File: src/rtl/spi_pkg.sv
// Shared types and limits for the spi_slave_n SPI slave.
package spi_pkg;

    typedef enum logic [1:0] {
        IDLE = 2'd0,
        LOAD = 2'd1,
        XFER = 2'd2
    } spi_state_e;

    localparam int SYNC_STAGES_MIN = 2;
    localparam int SYNC_STAGES_MAX = 3;
    localparam int DATA_W_MIN      = 4;
    localparam int DATA_W_MAX      = 32;

    function automatic bit cfg_legal(input int data_w, input int sync_stages);
        return (data_w >= DATA_W_MIN) && (data_w <= DATA_W_MAX) &&
               (sync_stages >= SYNC_STAGES_MIN) && (sync_stages <= SYNC_STAGES_MAX);
    endfunction

endpackage

File: src/rtl/spi_slave_n_if.sv
// SPI pins plus the parallel tx/rx handshake of spi_slave_n.
interface spi_slave_n_if #(
    parameter int DATA_W = 8
) ();
    logic              ss;
    logic              sck;
    logic              mosi;
    logic              miso;
    logic              miso_oe;
    logic [DATA_W-1:0] tx_data;
    logic              tx_valid;
    logic              tx_ready;
    logic [DATA_W-1:0] rx_data;
    logic              rx_valid;
    logic              rx_ack;
    logic              done;
    logic              busy;

    modport slave (
        input  ss, sck, mosi, tx_data, tx_valid, rx_ack,
        output miso, miso_oe, tx_ready, rx_data, rx_valid, done, busy
    );

    modport master (
        output ss, sck, mosi, tx_data, tx_valid, rx_ack,
        input  miso, miso_oe, tx_ready, rx_data, rx_valid, done, busy
    );
endinterface

File: src/rtl/spi_sync_edge.sv
// N-stage synchroniser for an asynchronous input with rise/fall pulses
// derived from the synchronised value.
module spi_sync_edge #(
    parameter int STAGES  = 2,
    parameter bit RST_VAL = 1'b0
) (
    input  logic clk,
    input  logic rst,
    input  logic d_i,
    output logic q_o,
    output logic rise_o,
    output logic fall_o
);
    logic [STAGES-1:0] sync_q;
    logic              prev_q;

    always_ff @(posedge clk) begin
        if (rst) begin
            sync_q <= {STAGES{RST_VAL}};
            prev_q <= RST_VAL;
        end else begin
            sync_q <= {sync_q[STAGES-2:0], d_i};
            prev_q <= sync_q[STAGES-1];
        end
    end

    assign q_o    = sync_q[STAGES-1];
    assign rise_o = q_o & ~prev_q;
    assign fall_o = ~q_o & prev_q;
endmodule

File: src/rtl/spi_slave_n.sv
// SPI slave oversampled by clk: sync'd ss/sck/mosi, holding register for tx, rx word latch.
// Define SPI_SLAVE_N_OVERRUN_EN to add the sticky overrun output.
module spi_slave_n
    import spi_pkg::*;
#(
    parameter int DATA_W      = 8,
    parameter bit CPOL        = 1'b0,
    parameter bit CPHA        = 1'b0,
    parameter bit MSB_FIRST   = 1'b1,
    parameter int SYNC_STAGES = 2
) (
    input  logic clk,
    input  logic rst,
`ifdef SPI_SLAVE_N_OVERRUN_EN
    output logic overrun,
`endif
    spi_slave_n_if.slave bus
);
    localparam int CNT_W = $clog2(DATA_W);
    localparam logic [CNT_W-1:0] LAST_BIT = CNT_W'(DATA_W - 1);

    if (!cfg_legal(DATA_W, SYNC_STAGES)) begin : g_cfg_check
        $error("spi_slave_n: DATA_W or SYNC_STAGES out of range");
    end

    logic ss_s, ss_rise, ss_fall;
    logic sck_s, sck_rise, sck_fall;
    logic [SYNC_STAGES-1:0] mosi_sync_q;
    logic mosi_s;

    spi_sync_edge #(.STAGES(SYNC_STAGES), .RST_VAL(1'b1)) u_ss_sync (
        .clk(clk), .rst(rst), .d_i(bus.ss), .q_o(ss_s), .rise_o(ss_rise), .fall_o(ss_fall)
    );

    spi_sync_edge #(.STAGES(SYNC_STAGES), .RST_VAL(CPOL)) u_sck_sync (
        .clk(clk), .rst(rst), .d_i(bus.sck), .q_o(sck_s), .rise_o(sck_rise), .fall_o(sck_fall)
    );

    always_ff @(posedge clk) begin
        if (rst) mosi_sync_q <= '0;
        else     mosi_sync_q <= {mosi_sync_q[SYNC_STAGES-2:0], bus.mosi};
    end
    assign mosi_s = mosi_sync_q[SYNC_STAGES-1];

    spi_state_e        state_q, state_d;
    logic [CNT_W-1:0]  cnt_q, cnt_d;
    logic [DATA_W-1:0] rx_sr_q, rx_sr_d, tx_sr_q, tx_sr_d;
    logic [DATA_W-1:0] hold_q, hold_d, rx_data_q, rx_data_d;
    logic              tx_ready_q, tx_ready_d, rx_valid_q, rx_valid_d;
    logic              done_q, done_d, miso_q, miso_d;

    logic sck_edge, lead, trail, sample_edge, shift_edge, wrap, load_tx, tx_bit;
    logic [DATA_W-1:0] rx_next, tx_shifted, tx_fill;

    // Leading edge = sck moving away from its idle level.
    assign sck_edge    = sck_rise | sck_fall;
    assign lead        = sck_edge & (sck_s != CPOL);
    assign trail       = sck_edge & (sck_s == CPOL);
    assign sample_edge = (state_q == XFER) & (CPHA ? trail : lead);
    assign shift_edge  = (state_q == XFER) & (CPHA ? lead : trail);
    assign wrap        = sample_edge & (cnt_q == LAST_BIT);
    assign load_tx     = (state_q == LOAD) | wrap;

    assign rx_next    = MSB_FIRST ? {rx_sr_q[DATA_W-2:0], mosi_s} : {mosi_s, rx_sr_q[DATA_W-1:1]};
    assign tx_bit     = MSB_FIRST ? tx_sr_q[DATA_W-1] : tx_sr_q[0];
    assign tx_shifted = MSB_FIRST ? {tx_sr_q[DATA_W-2:0], 1'b0} : {1'b0, tx_sr_q[DATA_W-1:1]};
    assign tx_fill    = tx_ready_q ? '0 : hold_q;

    always_comb begin
        state_d    = state_q;
        cnt_d      = cnt_q;
        rx_sr_d    = rx_sr_q;
        tx_sr_d    = tx_sr_q;
        hold_d     = hold_q;
        rx_data_d  = rx_data_q;
        tx_ready_d = tx_ready_q;
        rx_valid_d = rx_valid_q;
        done_d     = 1'b0;
        miso_d     = miso_q;

        unique case (state_q)
            IDLE:    if (ss_fall) state_d = LOAD;
            LOAD:    state_d = ss_rise ? IDLE : XFER;
            XFER:    if (ss_rise) state_d = IDLE;
            default: state_d = IDLE;
        endcase

        if (state_q == LOAD) begin
            cnt_d   = '0;
            rx_sr_d = '0;
            miso_d  = 1'b0;
        end

        // CPHA=0 already presents bit 0 from LOAD/wrap, so the trailing edge right after a wrap must not shift.
        if (shift_edge) begin
            if (CPHA) begin
                miso_d  = tx_bit;
                tx_sr_d = tx_shifted;
            end else if (cnt_q != '0) begin
                tx_sr_d = tx_shifted;
            end
        end

        if (sample_edge) begin
            rx_sr_d = rx_next;
            cnt_d   = wrap ? '0 : cnt_q + 1'b1;
        end

        if (wrap) begin
            rx_data_d  = rx_next;
            rx_valid_d = 1'b1;
            done_d     = 1'b1;
        end else if (bus.rx_ack) begin
            rx_valid_d = 1'b0;
        end

        if (load_tx) begin
            tx_sr_d    = tx_fill;
            tx_ready_d = 1'b1;
        end

        if (bus.tx_valid && tx_ready_q) begin
            hold_d     = bus.tx_data;
            tx_ready_d = 1'b0;
        end

        if (ss_rise) cnt_d = '0;
    end

    always_ff @(posedge clk) begin
        if (rst) begin
            state_q    <= IDLE;
            cnt_q      <= '0;
            rx_sr_q    <= '0;
            tx_sr_q    <= '0;
            hold_q     <= '0;
            rx_data_q  <= '0;
            tx_ready_q <= 1'b1;
            rx_valid_q <= 1'b0;
            done_q     <= 1'b0;
            miso_q     <= 1'b0;
        end else begin
            state_q    <= state_d;
            cnt_q      <= cnt_d;
            rx_sr_q    <= rx_sr_d;
            tx_sr_q    <= tx_sr_d;
            hold_q     <= hold_d;
            rx_data_q  <= rx_data_d;
            tx_ready_q <= tx_ready_d;
            rx_valid_q <= rx_valid_d;
            done_q     <= done_d;
            miso_q     <= miso_d;
        end
    end

`ifdef SPI_SLAVE_N_OVERRUN_EN
    logic overrun_q, overrun_d;

    always_comb begin
        overrun_d = overrun_q;
        if (wrap && rx_valid_q && !bus.rx_ack) overrun_d = 1'b1;
    end

    always_ff @(posedge clk) begin
        if (rst) overrun_q <= 1'b0;
        else     overrun_q <= overrun_d;
    end

    assign overrun = overrun_q;
`endif

    assign bus.miso_oe  = ~ss_s;
    assign bus.miso     = ~ss_s & (CPHA ? miso_q : tx_bit);
    assign bus.tx_ready = tx_ready_q;
    assign bus.rx_data  = rx_data_q;
    assign bus.rx_valid = rx_valid_q;
    assign bus.done     = done_q;
    assign bus.busy     = (state_q != IDLE);
endmodule

File: src/flat_wrapper.sv
// flat-port wrapper written by rule: the top's interface ports become plain ports
module spi_slave_n_flat import spi_pkg::*;
#(
    parameter int DATA_W      = 8,
    parameter bit CPOL        = 1'b0,
    parameter bit CPHA        = 1'b0,
    parameter bit MSB_FIRST   = 1'b1,
    parameter int SYNC_STAGES = 2
)
  (clk, rst, bus_ss, bus_sck, bus_mosi, bus_tx_data, bus_tx_valid, bus_rx_ack, bus_miso, bus_miso_oe, bus_tx_ready, bus_rx_data, bus_rx_valid, bus_done, bus_busy);
  spi_slave_n_if #(.DATA_W(DATA_W)) bus_i ();
  input  logic clk;
  input  logic rst;
  input wire logic [$bits(bus_i.ss)-1:0] bus_ss;
  input wire logic [$bits(bus_i.sck)-1:0] bus_sck;
  input wire logic [$bits(bus_i.mosi)-1:0] bus_mosi;
  input wire logic [$bits(bus_i.tx_data)-1:0] bus_tx_data;
  input wire logic [$bits(bus_i.tx_valid)-1:0] bus_tx_valid;
  input wire logic [$bits(bus_i.rx_ack)-1:0] bus_rx_ack;
  output wire logic [$bits(bus_i.miso)-1:0] bus_miso;
  output wire logic [$bits(bus_i.miso_oe)-1:0] bus_miso_oe;
  output wire logic [$bits(bus_i.tx_ready)-1:0] bus_tx_ready;
  output wire logic [$bits(bus_i.rx_data)-1:0] bus_rx_data;
  output wire logic [$bits(bus_i.rx_valid)-1:0] bus_rx_valid;
  output wire logic [$bits(bus_i.done)-1:0] bus_done;
  output wire logic [$bits(bus_i.busy)-1:0] bus_busy;
  assign bus_i.ss = bus_ss;
  assign bus_i.sck = bus_sck;
  assign bus_i.mosi = bus_mosi;
  assign bus_i.tx_data = bus_tx_data;
  assign bus_i.tx_valid = bus_tx_valid;
  assign bus_i.rx_ack = bus_rx_ack;
  assign bus_miso = bus_i.miso;
  assign bus_miso_oe = bus_i.miso_oe;
  assign bus_tx_ready = bus_i.tx_ready;
  assign bus_rx_data = bus_i.rx_data;
  assign bus_rx_valid = bus_i.rx_valid;
  assign bus_done = bus_i.done;
  assign bus_busy = bus_i.busy;
  spi_slave_n #(.DATA_W(DATA_W), .CPOL(CPOL), .CPHA(CPHA), .MSB_FIRST(MSB_FIRST), .SYNC_STAGES(SYNC_STAGES)) u_core (.clk(clk), .rst(rst), .bus(bus_i));
endmodule
File: config.mk
export PLATFORM = sky130hd
export DESIGN_NAME = spi_slave_n_flat
export DESIGN_NICKNAME = d
export VERILOG_FILES = /design/src/rtl/spi_pkg.sv /design/src/rtl/spi_slave_n_if.sv /design/src/rtl/spi_sync_edge.sv /design/src/rtl/spi_slave_n.sv /design/src/flat_wrapper.sv
export SDC_FILE = /design/constraint.sdc
export NUM_CORES = 1
export LEC_CHECK = 0
export CORE_MARGIN = 1
export CORE_UTILIZATION = 43
export CTS_CLUSTER_SIZE = 24
export DETAILED_ROUTE_END_ITERATION = 10
export GPL_ROUTABILITY_DRIVEN = 0
export PLACE_DENSITY = 0.67
export SLEW_MARGIN = 0
export SYNTH_ARGS = -nofsm -noshare
export SYNTH_HDL_FRONTEND = slang
export SYNTH_SLANG_ARGS = --single-unit
export TNS_END_PERCENT = 20
File: constraint.sdc
create_clock -name clk -period 4.9 [get_ports clk]
set_input_delay 0.98 -clock clk [delete_from_list [all_inputs] [get_ports clk]]
set_output_delay 0.98 -clock clk [all_outputs]
set_load 0.01 [all_outputs]
* Word level (Yosys, flattened, before mapping) *
Cells that the tools add are included.

word-level totals
  input port bits = 15
  logic and storage cells = 66
  output and inout bits = 14
  register bits = 47

cells by class
  multiplexer cells = 18
  reductions and logical operators = 12
  eq/ne operators = 5
  add/sub/neg operators = 1
  bitwise logic cells = 16

operators by type and width
  kind                                                    count
  2-to-1 mux 8 bit                                        4
  2-to-1 mux 7 bit                                        2
  nonzero test 2 bit                                      6
  bitwise AND 1 bit                                       10
  2-to-1 mux 3 bit                                        3
  2-to-1 mux 2 bit                                        3
  case mux 2 bit (3 select lines)                         1
  2-to-1 mux 1 bit                                        5
  inequality test 2 x 1 -> 1 bit (second input constant)  2
  inverter 1 bit                                          4
  AND reduction 2 bit                                     2
  adder 3 x 1 -> 3 bit (second input constant)            1
  equality test 3 bit (second input constant)             1
  nonzero test 3 bit                                      1
  equality test 2 x 1 -> 1 bit (second input constant)    1
  equality test 2 bit (second input constant)             1
  logical NOT 2 bit                                       1
  OR 1 bit                                                2
  OR reduction 2 bit                                      1
  logical AND 1 bit                                       1

* Depth between registers and ports, before layout *
Gate-level depths: netlist (run 1).

  depth after elaboration = 9
  mapped depth = 7

* Cells and area by module *
Synthesis (run 1) repeated with hierarchy kept, for this count alone.

unflattened totals
  cells, all modules = 187
  area total of the unflattened synthesis = 1825.5 µm²

by module, submodules not included
  module                             instances  area an instance (µm²)  sequential area each (µm²)  cells an instance
  spi_slave_n                        1          1641.6                  820.8                       171
  spi_sync_edge (u_core.u_ss_sync)   1          92.6                    60.1                        8
  spi_sync_edge (u_core.u_sck_sync)  1          91.3                    60.1                        8

* Worst setup path after synthesis (run 1) *
No wires, ideal clock.

  path kind = input to register
  from = input port rst
  to = register u_core.u_ss_sync.sync_q[0]
  slack = 3.191 ns
  cell stages on the path = 3
  required time = 4.777 ns
  data arrival time = 1.586 ns
  cells stage by stage = clkbuf_1 > clkbuf_1 > or2_2

RTL lines
  item                  line                 RTL
  from (decl)           flat_wrapper.sv:13   input logic rst;
  to (signal assigned)  spi_sync_edge.sv:19  sync_q <= {STAGES{RST_VAL}};
  to (signal assigned)  spi_sync_edge.sv:22  sync_q <= {sync_q[STAGES-2:0], d_i};
  to (decl)             spi_sync_edge.sv:14  logic [STAGES-1:0] sync_q;

No word-level cell between the ends.

* Worst setup path in the final report (run 1) *
  from = register u_core.tx_ready_q, in the netlist u_core.bus.tx_ready
  to = output port bus_tx_ready

RTL lines
  item                    line                RTL
  from (decl)             spi_slave_n.sv:49   logic tx_ready_q, tx_ready_d, rx_valid_q, rx_valid_d;
  from (signal assigned)  spi_slave_n.sv:149  tx_ready_q <= tx_ready_d;
  to (decl)               flat_wrapper.sv:22  output wire logic [$bits(bus_i.tx_ready)-1:0] bus_tx_ready;

No word-level cell between the ends.

==> flow_summary.yaml, run 1 <==
run_status:
  status: "completed"
clock_network:
  worst_skew_pair.late_latency_ns: 0.30
  cts_tree: "built"
  hold_buffers: 0
  path_clk_slew_ns: 0.08
  cts_sinks: 47
  htree_levels: 2
  cts_inserted_buffers: 5
  cts_resized: 0
  cts_setup_buffers: 0
  clockBufferDepth: 2
  cts_root_buf: "clkbuf_8"
global_route:
  antenna_found_initial: 0
  overflow: 0
  grt_pass1_vias: 1334
  grt_usage_pct: 17.7
  grt_pass1_wl_um: 5790
  grt_max_degree: 44
cells_and_area:
  design_area_um2: 2170
  fill_cells: 376
  area_growth_pct: 23.1
  diodes: 0
  drive_above_1_share_pct: 5.65
  final_nets: 248
logic_synthesis:
  ys_warn_count: 0
  synth_xor_xnor_area_share_pct: 0
  synth_area_leaders: "dfxtp_1 53%, a21oi_1 9.9%, nand2_1 8.1%, nand3_1 6.0%, nor2b_1 2.5%"
  synthAdderAreaFrac_pct: 2.13
  synth_mux_area_share_pct: 0
  async_reset_ff_share_pct: 0
  synth_most_common_cell: "dfxtp_1"
  yosys.area_share.simple_pct: 27.3
  synth.cell_area_um2: 1760
  ys_types: 26
  synth_top_family_by_area: "simple AND/OR/NAND/NOR gates"
  synth_flop_cell: "dfxtp_1"
  seq_area_frac_synth_pct: 53.4
  synth_cells: 205
  netlist_top_cells_count: "47 x dfxtp_1, 38 x nand2_1, 35 x a21oi_1"
  syn_nets: 223
  synth_top_area_share_pct: 53.4
  synth_edf_count: 0
  synth_top_area_cell: "dfxtp_1"
  synth_seq_cells: 47
  syn_area_per_cell_um2: 8.59
  synth_compound_area_share_pct: 13.4
power:
  ir_worst_vdd_mv: 0.199
  powerDensity_nw_per_um2: 328
  internal_power_w: 0.000563
  switchingPower_w: 0.000148
  seqPwrFrac_pct: 56.1
  power_leakage_nw: 0.780
  pwr-share-comb_pct: 5.8
  p_clk_share_pct: 38.0
  p_sw_share_pct: 20.8
routing:
  drt_pass1_iterations: 4
  wire_per_inst_um: 12.2
  num_vias: 1462
  drc: 0
  wl_um: 3380
  first_iter_violations: 89
  ant_nets: 0
  via_per_inst: 5.26
setup_path:
  crit_family: "buffers and inverters"
  crit_chain: "clkdlybuf4s50_1"
  worstSetupStartpointType: "register"
  cp-end-kind: "output port"
  crit_start: "u_core.bus.tx_ready"
  critPathBufInv: 1
  path_max_fanout: 12
  max_stage_delay_ns: 0.61
  critical_path_class: "reg -> out"
  slowest_stage: "clkdlybuf4s50_1"
  critPathArrivalTime_ns: 1.45
  cp.required_ns: 3.92
  reg2reg_from: "u_core.u_sck_sync.sync_q[1]"
placed_design:
  numPortBuffers: 28
  placed_area_um2: 2070
  hpwl_um: 2130
die:
  ios: 29
  dieArea_um2: 4360
  design.core.area_um2: 3800
  start_util_pct: 46.4
  die_w_um: 66.0
  row_count: 22
  dieHeight_um: 66.0
sta:
  report.final.slew_viol_count: 0
  fin_setup_tns_ns: 0
  finalSetupViolations: 0
  worst_pin_slew_ns: 0.571
  min_period_over_period_pct: 49.6
  fmax_mhz: 412
  skew_ns: 0.0127
  period_needed_ns: 2.43
  relSlewSlack_pct: 61.7
  hold_violations: 0
  grt_setup_unrepaired: "no"
worst_hold_path:
  hp-start: "u_core.u_ss_sync.sync_q[0]"
  hold_path.class: "reg -> reg"
job:
  cap_violations: 0
## final cells by class
class	instances	area (µm²)	area share, %
Inverter	6	22.5	1.04
Sequential cell	47	941	43.4
Timing Repair Buffer	29	288	13.3
Multi-Input combinational cell	141	754	34.8
Tap cell	48	60.1	2.77
Clock buffer	6	72.6	3.35
Clock inverter	1	30.0	1.38
## layer usage
layer	GRT usage [%]	part of all wire, %	vias to the layer above
li1	-	-	747
met1	23.6	52	674
met2	26.1	42	35
met3	4.14	4.7	6
met4	9.57	1.2	0
met5	0	0	-
## power by group through the flow
| stage | clock network, W | logic [W] | registers, W |
|---|---|---|---|
| 2_1_floorplan | 0 | 0.0000250 | 0.000405 |
| 3_3_place_gp | 0 | 0.0000415 | 0.000408 |
| 3_5_place_dp | 0 | 0.0000418 | 0.000408 |
| 4_1_cts | 0.000278 | 0.0000419 | 0.000399 |
| 5_1_grt | 0.000296 | 0.0000467 | 0.000400 |
| 6_report | 0.000270 | 0.0000416 | 0.000399 |
## cells by family (layout without fill, tap and decap cells)
kind of cell / Yosys count / count (layout)
AND/OR/NAND/NOR: 95 / 95
flip-flops: 47 / 47
AO/OA/AOI/OAI: 43 / 43
buffers and inverters: 17 / 42
adder cells (fa/ha/maj): 3 / 3
## path summary, 6_finish.rpt
| path | end | slack [ns] | cells after the start |
|---|---|---|---|
| worst min-delay path | u_core.u_ss_sync.sync_q[1] | 0.41 | 1 |
| worst max-delay path | bus_tx_ready | 2.47 | 1 |
| worst max register to register | u_core.tx_sr_q[5] | 2.92 | 4 |
| worst min register to register | u_core.u_ss_sync.sync_q[1] | 0.41 | 1 |
## per-stage QoR
step / cells / power (W) / hold WS, ns / utilization [%] / worst slack [ns]
after floorplan: 205 / 0.000430 / 0.389 / - / 3.19
after global placement: 271 / 0.000449 / 0.401 / 54.4 / 2.69
after detailed placement: 271 / 0.000449 / 0.398 / 54.4 / 2.67
after CTS: 278 / 0.000718 / 0.419 / 57.1 / 2.47
after global routing: 278 / 0.000743 / 0.449 / 57.1 / 2.41
final: 278 / 0.000711 / 0.414 / 57.1 / 2.47
## cell usage in the layout (no fill, tap or decap), drive strengths merged
cell,netlist,layout
or2,4,4
a21o,1,1
inv,6,6
ha,3,3
dfxtp,47,47
a21oi,35,35
clkdlybuf4s50,0,28
nor2b,7,7
nor2,7,7
a32oi,1,1
nor4,4,4
buf,3,1
a311oi,2,2
a21boi,1,1
or4b,1,1
clkbuf,8,6
bufinv,0,1
and4bb,1,1
nand4bb,1,1
a31oi,1,1
nor3,6,6
nand2b,4,4
nand2,38,38
o21ai,2,2
nand3,21,21
nor4b,1,1
## registers in the layout, indices dropped and copies added (netlist names), 2 cells and up
signal and flops:
u_core.bus.rx_data 8, u_core.hold_q 8, u_core.tx_sr_q 8, u_core.rx_sr_q 7, u_core.cnt_q 3, u_core.mosi_sync_q 2, u_core.state_q 2, u_core.u_sck_sync.sync_q 2
u_core.u_ss_sync.sync_q 2
Power figures use the tool's default switching activity.
==> run 2: changes to the inputs <==
--- a/config.mk
+++ b/config.mk
@@ -10,7 +10,7 @@
 export CTS_CLUSTER_SIZE = 24
 export DETAILED_ROUTE_END_ITERATION = 10
 export GPL_ROUTABILITY_DRIVEN = 0
-export PLACE_DENSITY = 0.67
+export PLACE_DENSITY = 0.69
 export SLEW_MARGIN = 0
 export SYNTH_ARGS = -nofsm -noshare
 export SYNTH_HDL_FRONTEND = slang
==> constraint.sdc (replaced) <==
create_clock -name clk -period 2 [get_ports clk]
set_input_delay 0.4 -clock clk [delete_from_list [all_inputs] [get_ports clk]]
set_output_delay 0.4 -clock clk [all_outputs]
set_load 0.01 [all_outputs]
==> flow_summary.yaml, run 2 (synthesis gave the netlist of run 1 again) <==
run_status:
  status: "completed"
power:
  ir_worst_vdd_mv: 0.492
  powerDensity_nw_per_um2: 775
  power_leakage_nw: 0.807
  p_total_w: 0.00172
sta:
  skew_ns: 0.00398
  fin_setup_tns_ns: 0
  grt_setup_unrepaired: "no"
  relSlewSlack_pct: 66.1
  finalSetupViolations: 0
  worst_pin_slew_ns: 0.507
  fmax_mhz: 547
  period_needed_ns: 1.83
  min_period_over_period_pct: 91.4
  report.final.slew_viol_count: 0
  hold_violations: 0
setup_path:
  critical_path_class: "reg -> out"
  worstSetupStartpointType: "register"
  cp-end-kind: "output port"
  cp.required_ns: 1.60
  path_max_fanout: 5
  critPathArrivalTime_ns: 1.43
cells_and_area:
  diodes: 0
  mostFrequentLayoutCell: "dfxtp_1"
  drive_above_1_share_pct: 8.47
  fill_cells: 364
  final_cell_mix: "47 x dfxtp_1, 38 x nand2_1, 35 x a21oi_1"
  final_nets: 253
  area_growth_pct: 26.0
die:
  start_util_pct: 46.4
  ios: 29
  design.core.area_um2: 3800
  dieArea_um2: 4360
  row_count: 22
  die_w_um: 66.0
  dieHeight_um: 66.0
clock_network:
  cts_resized: 0
  clockBufferDepth: 2
  hold_buffers: 0
  cts_setup_buffers: 0
  worst_skew_pair.late_latency_ns: 0.30
  path_clk_slew_ns: 0.09
  cts_sinks: 47
  cts_root_buf: "clkbuf_8"
  cts_tree: "built"
  htree_levels: 2
  cts_inserted_buffers: 5
global_route:
  grt_max_degree: 36
  grt_pass1_wl_um: 5950
  overflow: 0
  grt_pass1_vias: 1341
  grt_usage_pct: 17.8
  antenna_found_initial: 0
routing:
  wl_um: 3400
  drc: 0
  via_per_inst: 5.20
  drt_pass1_iterations: 4
  num_vias: 1476
  ant_nets: 0
  wire_per_inst_um: 12.0
  first_iter_violations: 89
placed_design:
  hpwl_um: 2230
  numPortBuffers: 28
job:
  cap_violations: 0
worst_hold_path:
  hold_path.class: "reg -> reg"
## run 2: cell type report
| type | count | area [µm²] | share of cell area [%] |
|---|---|---|---|
| tap | 48 | 60.1 | 2.71 |
| timing repair buffer | 34 | 338 | 15.2 |
| clock inverter | 1 | 7.51 | 0.338 |
| multi-input combinational | 141 | 754 | 34.0 |
| inverter | 6 | 22.5 | 1.01 |
| sequential | 47 | 941 | 42.4 |
| clock buffer | 7 | 96.3 | 4.34 |
## run 2: metrics by stage
stage	utilization (%)	area [µm²]	setup WS (ns)	hold slack, ns	cells
final	58.4	2220	0.171	0.419	284
after global routing	58.4	2220	0.0781	0.457	284
after CTS	58.4	2220	0.156	0.424	284
after detailed placement	55.7	2120	0.225	0.400	276
after global placement	55.7	2120	0.255	0.402	276
after floorplan	-	1760	0.368	0.389	205
## run 2: path summary, 6_finish.rpt
check	from	endpoint	slack [ns]	cells after the start
min reg2reg	u_core.u_ss_sync.sync_q[0]	u_core.u_ss_sync.sync_q[1]	0.42	1
max reg2reg	u_core.cnt_q[0]	u_core.tx_sr_q[7]	0.18	6
min	u_core.u_ss_sync.sync_q[0]	u_core.u_ss_sync.sync_q[1]	0.42	1
max	u_core.state_q[1]	bus_busy	0.17	2
## run 2: worst max-delay path, cell delays in order (launching register included)
cell and delay [ns]:
dfxtp_1 0.35, or2_2 0.31, clkdlybuf4s50_1 0.48
## run 2: report_power, final
| group | leakage [nW] | internal [W] | switching, W |
|---|---|---|---|
| clock | 0.0505 | 0.000315 | 0.000316 |
| sequential | 0.382 | 0.000959 | 0.0000129 |
| combinational | 0.375 | 0.0000608 | 0.0000562 |
| total | 0.807 | 0.00133 | 0.000386 |
## run 2: per-layer routing
layer / global-route usage [%] / share of wire (%)
met1: 24.1 / 52
met2: 26.9 / 42
met3: 5.17 / 4.2
met4: 5.85 / 1.4
met5: 0 / 0
==> run 3: changes to the inputs <==
--- a/config.mk
+++ b/config.mk
@@ -6,13 +6,13 @@
 export NUM_CORES = 1
 export LEC_CHECK = 0
 export CORE_MARGIN = 1
-export CORE_UTILIZATION = 43
+export CORE_UTILIZATION = 46
 export CTS_CLUSTER_SIZE = 24
 export DETAILED_ROUTE_END_ITERATION = 10
 export GPL_ROUTABILITY_DRIVEN = 0
-export PLACE_DENSITY = 0.69
+export PLACE_DENSITY = 0.73
 export SLEW_MARGIN = 0
 export SYNTH_ARGS = -nofsm -noshare
 export SYNTH_HDL_FRONTEND = slang
 export SYNTH_SLANG_ARGS = --single-unit
-export TNS_END_PERCENT = 20
+export TNS_END_PERCENT = 30
==> constraint.sdc (replaced) <==
create_clock -name clk -period 1.65 [get_ports clk]
set_input_delay 0.33 -clock clk [delete_from_list [all_inputs] [get_ports clk]]
set_output_delay 0.33 -clock clk [all_outputs]
set_load 0.01 [all_outputs]
==> flow_summary.yaml, run 3 (synthesis gave the netlist of run 1 again) <==
setup_path:
  slowest_stage: "dfxtp_1"
  cp_num_cells: 8
  worst-r2r-cell-count: 8
  max_stage_delay_ns: 0.31
  cp.required_ns: 1.84
  worstSetupStartpointType: "register"
  critPathArrivalTime_ns: 1.78
  crit_chain: "buf_4 -> ha_1 -> ha_2 -> inv_1 -> o21ai_1 -> buf_4 -> a32oi_1 -> a21oi_1"
  crit_family: "buffers and inverters"
  path_max_fanout: 7
  critical_path_class: "reg -> reg"
  critPathBufInv: 3
  cp-end-kind: "register"
  cp_common_cell: "buf_4"
global_route:
  grt_pass1_vias: 1369
  grt_max_degree: 39
  antenna_found_initial: 0
  overflow: 0
  grt_usage_pct: 19.3
  grt_pass1_wl_um: 5950
power:
  powerDensity_nw_per_um2: 885
  ir_worst_vdd_mv: 0.718
  power_leakage_nw: 0.848
clock_network:
  clockBufferDepth: 2
  path_clk_slew_ns: 0.07
  cts_inserted_buffers: 5
  cts_root_buf: "clkbuf_8"
  worst_skew_pair.late_latency_ns: 0.30
  cts_tree: "built"
  htree_levels: 2
  cts_sinks: 47
  hold_buffers: 0
die:
  die_w_um: 63.9
  dieArea_um2: 4080
  dieHeight_um: 63.9
  row_count: 22
  start_util_pct: 48.1
  ios: 29
  design.core.area_um2: 3660
sta:
  grt_setup_unrepaired: "yes"
  finalSetupViolations: 0
  period_needed_ns: 1.59
  fin_setup_tns_ns: 0
  relSlewSlack_pct: 79.7
  worst_pin_slew_ns: 0.304
  whs_ns: 0.412
  report.final.slew_viol_count: 0
  fmax_mhz: 628
  hold_violations: 0
  min_period_over_period_pct: 96.6
  skew_ns: 0.00558
worst_hold_path:
  hold_path.class: "reg -> reg"
  hold_path_depth: 1
cells_and_area:
  final_cell_mix: "47 x dfxtp_1, 38 x nand2_1, 35 x a21oi_1"
  diodes: 0
  mostFrequentLayoutCell: "dfxtp_1"
  drive_above_1_share_pct: 12.4
  area_growth_pct: 28.6
  ff_latch_area_um2: 941
  multiInputGateArea_um2: 766
  fill_cells: 338
  final_nets: 260
routing:
  wl_um: 3370
  drt_pass1_iterations: 4
  via_per_inst: 5.06
  drc: 0
  first_iter_violations: 31
  wire_per_inst_um: 11.6
  ant_nets: 0
  num_vias: 1467
job:
  cap_violations: 0
run_status:
  status: "completed"
placed_design:
  hpwl_um: 2370
  numPortBuffers: 28
run 3: worst paths after layout:
path                              startpoint                         end  slack [ns]
hold / removal    u_core.u_ss_sync.sync_q[0]  u_core.u_ss_sync.sync_q[1]        0.41
setup reg to reg             u_core.cnt_q[0]           u_core.tx_sr_q[5]        0.06
setup / recovery             u_core.cnt_q[0]           u_core.tx_sr_q[5]        0.06
hold reg to reg   u_core.u_ss_sync.sync_q[0]  u_core.u_ss_sync.sync_q[1]        0.41
run 3: layout make-up:
type / count / area share, %
sequential: 47 / 41.5
multi-input combinational: 141 / 33.8
timing repair buffer: 41 / 17.1
clock buffer: 6 / 3.65
tap: 48 / 2.65
inverter: 6 / 0.994
clock inverter: 1 / 0.221
run 3: metal layers:
| layer | wire length, µm | global-route usage, % | vias to the layer above |
|---|---|---|---|
| met5 | 0 | 0 | - |
| met4 | 47 | 9.94 | 0 |
| met3 | 144 | 6.43 | 6 |
| met2 | 1580 | 31.1 | 29 |
| met1 | 1600 | 22.7 | 661 |
| li1 | - | - | 771 |
run 3: per-stage QoR:
step	cell area [µm²]	setup slack, ns	instances	utilization [%]	power, W
2_1_floorplan	1760	0.0179	205	-	0.00128
6_report	2260	0.0568	290	61.9	0.00200
5_1_grt	2260	-0.0401	290	61.9	0.00211
3_5_place_dp	2170	-0.0601	283	59.2	0.00135
3_3_place_gp	2170	-0.0183	283	59.2	0.00135
4_1_cts	2260	0.0135	290	61.7	0.00204
run 3: worst reg2reg max path: stages (launching register included):
cell and delay (ns):
dfxtp_1 0.31, buf_4 0.13, ha_1 0.19, ha_2 0.20
inv_1 0.10, o21ai_1 0.09, buf_4 0.17, a32oi_1 0.21
a21oi_1 0.08
run 3: power by group:
group          switching, W  internal, W
sequential        0.0000163      0.00116
combinational     0.0000672    0.0000748
clock              0.000356     0.000329
total              0.000439      0.00157
run 3: repair_timing:
item / in CTS / in global routing
setup endpoints to repair: 10 / 16
resized for setup: 3 / 3
buffers inserted: 0 / 0
pin swaps: 0 / 3
